File: config.mk
export PLATFORM = sky130hd
export DESIGN_NAME = ui_input_sampler
export DESIGN_NICKNAME = d
export VERILOG_FILES = /design/src/rtl/ui_input_sampler_pkg.sv /design/src/rtl/ui_input_sampler_debounce_bit.sv /design/src/rtl/ui_input_sampler.sv
export SDC_FILE = /design/constraint.sdc
export NUM_CORES = 1
export LEC_CHECK = 0
export BUFFER_PORTS_ARGS = -buffer_cell sky130_fd_sc_hd__buf_4
export CAP_MARGIN = 10
export CORE_ASPECT_RATIO = 1.4
export CORE_UTILIZATION = 30
export DETAILED_ROUTE_END_ITERATION = 6
export SLEW_MARGIN = 20
export SYNTH_ARGS = -nofsm -noshare
export SYNTH_HDL_FRONTEND = slang
export SYNTH_SLANG_ARGS = --single-unit
File: constraint.sdc
create_clock -name clk -period 2.3 [get_ports clk]
set_input_delay 0.345 -clock clk [delete_from_list [all_inputs] [get_ports clk]]
set_output_delay 0.345 -clock clk [all_outputs]
set_load 0.02 [all_outputs]
File: src/rtl/ui_input_sampler_pkg.sv
// rtl/ui_input_sampler_pkg.sv - shared constants for the UI input sampler
//
// Purpose: read-select encodings and per-input reset levels used by the
// sampler top level and its debounce cells.
// Ports: none (package).
package ui_input_sampler_pkg;

    // Read-select encodings seen on rdSel.
    localparam logic [1:0] RDSEL_KEYSTATE = 2'd0;
    localparam logic [1:0] RDSEL_SWSTATE  = 2'd1;
    localparam logic [1:0] RDSEL_KEYEVENT = 2'd2;
    localparam logic [1:0] RDSEL_STATUS   = 2'd3;

    // Idle level of each raw input group: keys are active-low, switches active-high.
    localparam logic KEY_RESET_LEVEL = 1'b1;
    localparam logic SW_RESET_LEVEL  = 1'b0;

endpackage

File: src/rtl/ui_input_sampler_debounce_bit.sv
// rtl/ui_input_sampler_debounce_bit.sv - two-flop synchronizer plus counter debounce for one input bit
//
// Purpose: bring one asynchronous board input into the clk domain and accept a
// new level only after it has been stable for DEBOUNCE_CYCLES synced cycles.
// Ports:
//   clk      in   system clock
//   reset_n  in   asynchronous active-low reset
//   rawIn    in   raw asynchronous input
//   stable   out  debounced level, resets to RESET_LEVEL
module debounce_bit #(
    parameter int   DEBOUNCE_CYCLES = 10000,
    parameter int   CNT_BITS        = 14,
    parameter logic RESET_LEVEL     = 1'b0
) (
    input  logic clk,
    input  logic reset_n,
    input  logic rawIn,
    output logic stable
);

    localparam logic [CNT_BITS-1:0] CNT_LAST = CNT_BITS'(DEBOUNCE_CYCLES - 1);

    logic                meta;
    logic                synced;
    logic [CNT_BITS-1:0] counter;

    always_ff @(posedge clk or negedge reset_n) begin
        if (!reset_n) begin
            meta    <= RESET_LEVEL;
            synced  <= RESET_LEVEL;
            stable  <= RESET_LEVEL;
            counter <= '0;
        end else begin
            meta   <= rawIn;
            synced <= meta;
            // Any return to the stable level restarts the count, so only an
            // unbroken run of DEBOUNCE_CYCLES differing samples is accepted.
            if (synced == stable) begin
                counter <= '0;
            end else if (counter == CNT_LAST) begin
                stable  <= synced;
                counter <= '0;
            end else begin
                counter <= counter + 1'b1;
            end
        end
    end

endmodule

File: src/rtl/ui_input_sampler.sv
// rtl/ui_input_sampler.sv - debounced key/switch levels, sticky key events and overrun read port
//
// Purpose: debounce KEY and SW, capture key-press events with overrun
// tracking, and present them through a registered read port.
// Ports:
//   clk      in   system clock
//   reset_n  in   asynchronous active-low reset
//   KEY      in   raw keys, 0 = pressed
//   SW       in   raw switches
//   rdEn     in   read strobe, one cycle per read
//   rdSel    in   0 KEYSTATE, 1 SWSTATE, 2 KEYEVENT, 3 STATUS
//   rdData   out  registered, zero-extended read data
//   keyIrq   out  high while any key event is pending
module ui_input_sampler
    import ui_input_sampler_pkg::*;
#(
    parameter int DBITS           = 32,
    parameter int KEY_BITS        = 4,
    parameter int SW_BITS         = 10,
    parameter int DEBOUNCE_CYCLES = 10000,
    parameter int CNT_BITS        = 14
) (
    input  logic                clk,
    input  logic                reset_n,
    input  logic [KEY_BITS-1:0] KEY,
    input  logic [SW_BITS-1:0]  SW,
    input  logic                rdEn,
    input  logic [1:0]          rdSel,
    output logic [DBITS-1:0]    rdData,
    output logic                keyIrq
);

    logic [KEY_BITS-1:0] stableKey;
    logic [SW_BITS-1:0]  stableSw;

    logic [KEY_BITS-1:0] pressed;
    logic [KEY_BITS-1:0] pressedD;
    logic [SW_BITS-1:0]  swLevel;
    logic [KEY_BITS-1:0] rise;

    logic [KEY_BITS-1:0] keyEvent;
    logic [KEY_BITS-1:0] overrun;
    logic [KEY_BITS-1:0] eventNext;
    logic [KEY_BITS-1:0] overrunNext;
    logic                eventClr;
    logic                statusClr;
    logic [DBITS-1:0]    readMux;

    genvar gi;
    for (gi = 0; gi < KEY_BITS; gi++) begin : gKey
        debounce_bit #(
            .DEBOUNCE_CYCLES (DEBOUNCE_CYCLES),
            .CNT_BITS        (CNT_BITS),
            .RESET_LEVEL     (KEY_RESET_LEVEL)
        ) uDebounce (
            .clk     (clk),
            .reset_n (reset_n),
            .rawIn   (KEY[gi]),
            .stable  (stableKey[gi])
        );
    end

    for (gi = 0; gi < SW_BITS; gi++) begin : gSw
        debounce_bit #(
            .DEBOUNCE_CYCLES (DEBOUNCE_CYCLES),
            .CNT_BITS        (CNT_BITS),
            .RESET_LEVEL     (SW_RESET_LEVEL)
        ) uDebounce (
            .clk     (clk),
            .reset_n (reset_n),
            .rawIn   (SW[gi]),
            .stable  (stableSw[gi])
        );
    end

    assign pressed = ~stableKey;
    assign swLevel = stableSw;
    assign rise    = pressed & ~pressedD;

    assign eventClr  = rdEn && (rdSel == RDSEL_KEYEVENT);
    assign statusClr = rdEn && (rdSel == RDSEL_STATUS);

    // A new press always survives a same-cycle clear, so it is never lost.
    assign eventNext   = rise | (keyEvent & ~{KEY_BITS{eventClr}});
    assign overrunNext = (rise & keyEvent & ~{KEY_BITS{eventClr}})
                       | (overrun & ~{KEY_BITS{statusClr}});

    // Event and status reads return the pre-update register value.
    always_comb begin
        readMux = '0;
        case (rdSel)
            RDSEL_KEYSTATE: readMux[KEY_BITS-1:0] = pressed;
            RDSEL_SWSTATE:  readMux[SW_BITS-1:0]  = swLevel;
            RDSEL_KEYEVENT: readMux[KEY_BITS-1:0] = keyEvent;
            default:        readMux[KEY_BITS-1:0] = overrun;
        endcase
    end

    always_ff @(posedge clk or negedge reset_n) begin
        if (!reset_n) begin
            pressedD <= '0;
            keyEvent <= '0;
            overrun  <= '0;
            keyIrq   <= 1'b0;
            rdData   <= '0;
        end else begin
            pressedD <= pressed;
            keyEvent <= eventNext;
            overrun  <= overrunNext;
            keyIrq   <= |eventNext;
            if (rdEn) begin
                rdData <= readMux;
            end
        end
    end

endmodule

* Yosys cells after proc, flatten, opt, wreduce, memory -nomap -nowiden
Cells that the tools add are included.
Widths: inputs -> output; s select.
** Storage, ports and cells
- Output and inout port bits :: 33
- Bits of input ports :: 19
- Flip-flop bits (word level) :: 261
** Operators by class
- $add $sub $neg :: 14
- Bitwise gates (word level) :: 25
- Reduce and logical (&&, ||, !) cells :: 18
- Muxes and demuxes :: 30
- Equality and inequality tests :: 31
** Operator list (number)
- $mux 14 :: 28
- $add 14x1->14 const B :: 14
- $eq 14x14->1 const B :: 14
- $reduce_and 2->1 :: 14
- $and 4x4->4 :: 5
- $not 4->4 :: 4
- $eq 1x1->1 :: 14
- $not 1->1 :: 14
- $pmux 4 s3 :: 1
- $or 4x4->4 :: 2
- $mux 6 :: 1
- $eq 2x2->1 const B :: 2
- $reduce_or 4->1 :: 1
- $eq 2x1->1 const B :: 1
- $logic_and 1x1->1 :: 2
- $logic_not 2->1 :: 1

* Logic depth before layout (Yosys ltp)
- Depth after elaboration :: 6
- Mapped depth :: 6
- Depth with buffers taken out :: 5

* Cells and area by module
Synthesis repeated with hierarchy kept, for this count alone.
** Second synthesis, totals
- Cells, all modules :: 1123
- Area, all modules :: 12215.5 µm²
** By module, submodules not included
- debounce_bit at gSw[0].uDebounce ... :: cells an instance 72, times used 10, seq. area each 425.4 µm², area an instance 788.3 µm²
- debounce_bit at gKey[0].uDebounce ... :: cells an instance 72, times used 4, seq. area each 429.2 µm², area an instance 792.0 µm²
- ui_input_sampler :: cells an instance 115, times used 1, seq. area each 575.6 µm², area an instance 1164.9 µm²

* Worst setup path after synthesis
No wires, ideal clock.
- Kind :: register to register
- Start :: register gSw[4].uDebounce.counter[11]
- End :: register gSw[4].uDebounce.stable
- Buffers on the path :: 0
- Setup slack :: 437 ps
- Data required time :: 2175 ps
- Cell stages (with the launch flop) :: 4
- Setup time :: 125 ps
- Period minus slack after synthesis :: 1863 ps
- Data arrival time :: 1738 ps
- Path through :: dfrtp_1 -> or4b_1 -> or4_4 -> mux2_4
** On the way
- Word-level cells in the longest chain between the ends :: 2
** RTL lines
- start, declared :: line ui_input_sampler_debounce_bit.sv:25 : logic [CNT_BITS-1:0] counter;
- start signal, assigned :: line ui_input_sampler_debounce_bit.sv:44 : counter <= counter + 1'b1;
- $eq 14x14->1 :: line ui_input_sampler_debounce_bit.sv:40 : end else if (counter == CNT_LAST) begin
- $reduce_and 2->1 (no source line)
- end signal, assigned :: line ui_input_sampler_debounce_bit.sv:41 : stable <= synced;
- end, declared :: line ui_input_sampler_debounce_bit.sv:18 : output logic stable
No other way between the ends.
A chain may end at the register's enable or synchronous reset.

* Worst setup path after layout
- Start :: register gSw[6].uDebounce.counter[11]
- End :: register gSw[6].uDebounce.counter[4]
** On the way
- Word-level cells in the longest chain between the ends :: 3
** RTL lines
- start, declared :: line ui_input_sampler_debounce_bit.sv:25
- start signal, assigned :: line ui_input_sampler_debounce_bit.sv:44
- $eq 14x14->1 :: line ui_input_sampler_debounce_bit.sv:40
- $mux 14 :: line ui_input_sampler_debounce_bit.sv:40
- $mux 14 :: line ui_input_sampler_debounce_bit.sv:38 : if (synced == stable) begin
No other way between the ends.

==> flow_summary.yaml <==
run_status:
  outcome: "completed"
setup_path:
  crit_start: "gSw[6].uDebounce.counter[11]$_DFF_PN0_"
  worstSetupEndpointType: "register"
  cp.required_ps: 2720
  crit_arrival_ps: 2370
  worstPathMaxFanout: 13
  start_kind: "register"
  timing.rr.start: "gSw[6].uDebounce.counter[11]$_DFF_PN0_"
  criticalPathCategory: "register to register"
floorplanning:
  core_area_sq_um: 39400
  ios: 52
  die_y_um: 239
  die_x_um: 171
  core.rowCount: 86
  initial_utilization_pct: 30.5
  dieArea_sq_um: 40800
finish:
  diodes: 0
  final_cells: 1766
  finalNetCount: 1263
  area.growth.synth_to_final_pct: 15.8
  stdcell_area_sq_um: 13900
  utilization_pct: 35.3
  final_layout_size_suffix_gt1_share_pct: 9.69
clocking:
  cts_max_path_buffers: 3
  clock_latency_ps: 550
  ctsHtreeMaxLevel: 1
  cts_inserted_buffers: 28
  cts_setup_buffers: 0
  clock-sinks: 261
  clkSlewWorstSetupHoldPaths_ps: 60
  cts_tree: "built"
  ctsRootBufferMaster: "clkbuf_16"
hold_path:
  min_path_type: "input port to register"
  hp-start: "rdSel[0]"
timing:
  worst_slack_ps: 350
  fin_crit_sh_pct: 84.8
  whs_ps: 173
  rsz0062_at_grt: "no"
  max_freq_mhz: 513
  tightestPinTransition_ps: 606
  fin_skew_ps: 14.5
  slew_headroom_pct: 59.6
  hold_viol: 0
  fin_crit_ps: 1950
  finalMaxSlewViolations: 0
  setup_violations: 0
  setup_tns_ps: 0
routing:
  met3_length_um: 802
  wire_per_inst_um: 12.5
  wl_met1_um: 9800
  drtIter0Drc: 411
  ant_nets: 0
  drc: 0
  dr.max_layer_used: "met4"
  vias: 8090
  dr.pass1.iters: 4
  routed_wl_um: 22100
  routed_via_density: 4.58
  met2WireLength_um: 10900
yosys:
  syn-mean-instance-area_sq_um: 10.4
  syn_inst: 1154
  synth_cell_type_count: 39
  ys_seq_area_share_pct: 54.6
  synth-edff-count: 0
  ys_top_cells_by_count: "dfrtp_1, nor2_1, xnor2_1"
  async_flop_share_pct: 100
  synth_top_area_cell: "dfrtp_1"
  synth_flop_cell: "dfrtp_1"
  syn_area_sq_um: 12000
  synth.area.top_cells: "dfrtp_1, xnor2_1, nor2_1"
  synth.most_common_cell: "dfrtp_1"
  ys_warn_count: 0
  ys_ff_latch: 261
  synth.top_cell.area_share_pct: 51.9
pwr:
  total_power_mw: 9.84
  p_sw_share_pct: 22.6
  p_seq_share_pct: 48.8
  cellLeakagePower_nw: 5.71
  clkPwrFrac_pct: 46.8
  intPower_mw: 7.62
  switching_power_mw: 2.22
  pwr-share-comb_pct: 4.4
  worst_ir_drop_vdd_mv: 0.544
  p_per_area_nw_per_um2: 709
global_route:
  grt_pass1_vias: 8315
  grt_overflow: 0
  grt_pass1_wl_um: 39400
  grt_antenna_before_repair: 0
  grt_usage_pct: 11.6
  grt_max_degree: 75
flow_run:
  drv_cap: 0
placed_design:
  place_area_sq_um: 12800
  post-dp-hpwl_um: 14800
  gp_routability_congestion: 0.796
  io_buffer_count: 29
  placed_cells: 1699
  dpl_worst_slack_ps: 352
## repair_timing
item,CTS,global route
hold endpoints to repair,78,0
hold buffers,15,0
gates resized for setup,0,0
## worst paths after layout
| kind | to | slack [ps] | cells after the start |
|---|---|---|---|
| max | gSw[6].uDebounce.counter[4]$_DFF_PN0_ | 350 | 4 |
| min | rdData[1]$_DFFE_PN0P_ | 170 | 3 |
| max reg2reg | gSw[6].uDebounce.counter[4]$_DFF_PN0_ | 350 | 4 |
| min reg2reg | gSw[9].uDebounce.synced$_DFF_PN0_ | 350 | 0 |
| max in group asynchronous | gKey[3].uDebounce.meta$_DFF_PN1_ | 1210 | 3 |
| min in group asynchronous | gSw[6].uDebounce.counter[4]$_DFF_PN0_ | 370 | 2 |
## layer usage
metal  up-vias  global-route usage [%]
met4         0                    4.49
met1      3951                    14.3
li1       3996                       -
met3        39                    1.59
met5         -                       0
met2       104                    20.1
## cell type report
type / count / area (sq um)
clock inverter: 10 / 131
inverter: 38 / 143
clock buffer: 42 / 815
tap: 528 / 661
timing repair buffer: 51 / 478
sequential: 261 / 6550
fill: 3991 / 25500
multi-input combinational: 836 / 5120
## sequential cells by signal, indices dropped and copies added, names as in the netlist
| signal | count |
|---|---|
| gSw.uDebounce.counter | 140 |
| pressedD | 4 |
| gSw.uDebounce.synced | 10 |
| gKey.uDebounce.counter | 56 |
| gKey.uDebounce.stable | 4 |
| gKey.uDebounce.synced | 4 |
| overrun | 4 |
| keyEvent | 4 |
| rdData | 10 |
| gSw.uDebounce.meta | 10 |
| gSw.uDebounce.stable | 10 |
| keyIrq | 1 |
| gKey.uDebounce.meta | 4 |
## power groups by stage
| stage | clock (mW) | sequential (mW) | combinational [mW] |
|---|---|---|---|
| after global placement | 0 | 4.89 | 0.424 |
| final | 4.60 | 4.81 | 0.435 |
| after CTS | 4.79 | 4.81 | 0.451 |
| after global routing | 4.95 | 4.82 | 0.504 |
| after floorplan | 0 | 4.87 | 0.247 |
| after detailed placement | 0 | 4.89 | 0.427 |
## cells by family (layout without fill, tap and decap cells)
| family | after synthesis | after routing | share of synthesized area [%] |
|---|---|---|---|
| flip-flops | 261 | 261 | 54.6 |
| AND/OR/NAND/NOR | 560 | 560 | 22.6 |
| XOR/XNOR | 182 | 182 | 13.3 |
| multiplexers | 18 | 18 | 1.85 |
| other | 1 | 22 | 0.0313 |
| AO/OA/AOI/OAI | 26 | 26 | 1.31 |
| buffers and inverters | 78 | 141 | 3.44 |
| adder cells (fa/ha/maj) | 28 | 28 | 2.92 |
## critical path, stage by stage (launching register included)
cell,delay (ps)
dfrtp_1,400
or4b_1,530
or4_4,570
nand2_2,240
nor2_1,90
## placed cells by master, fill, tap and decap left out, types with 13 or more instances in the layout
| cell | Yosys | routed |
|---|---|---|
| buf_4 | 22 | 31 |
| mux2_2 | 13 | 13 |
| and3_1 | 15 | 15 |
| conb_1 | 1 | 22 |
| nand4_1 | 39 | 39 |
| inv_1 | 38 | 38 |
| nand2_1 | 72 | 72 |
| ha_1 | 28 | 28 |
| o22ai_1 | 14 | 14 |
| nor3_1 | 44 | 44 |
| clkbuf_16 | 0 | 29 |
| nor4_1 | 39 | 39 |
| dlygate4sd3_1 | 0 | 15 |
| nand3_1 | 73 | 73 |
| dfrtp_1 | 249 | 249 |
| xor2_1 | 46 | 46 |
| nor2_1 | 230 | 230 |
| xnor2_1 | 136 | 136 |
Note: power is estimated with default switching activity, not from simulation.
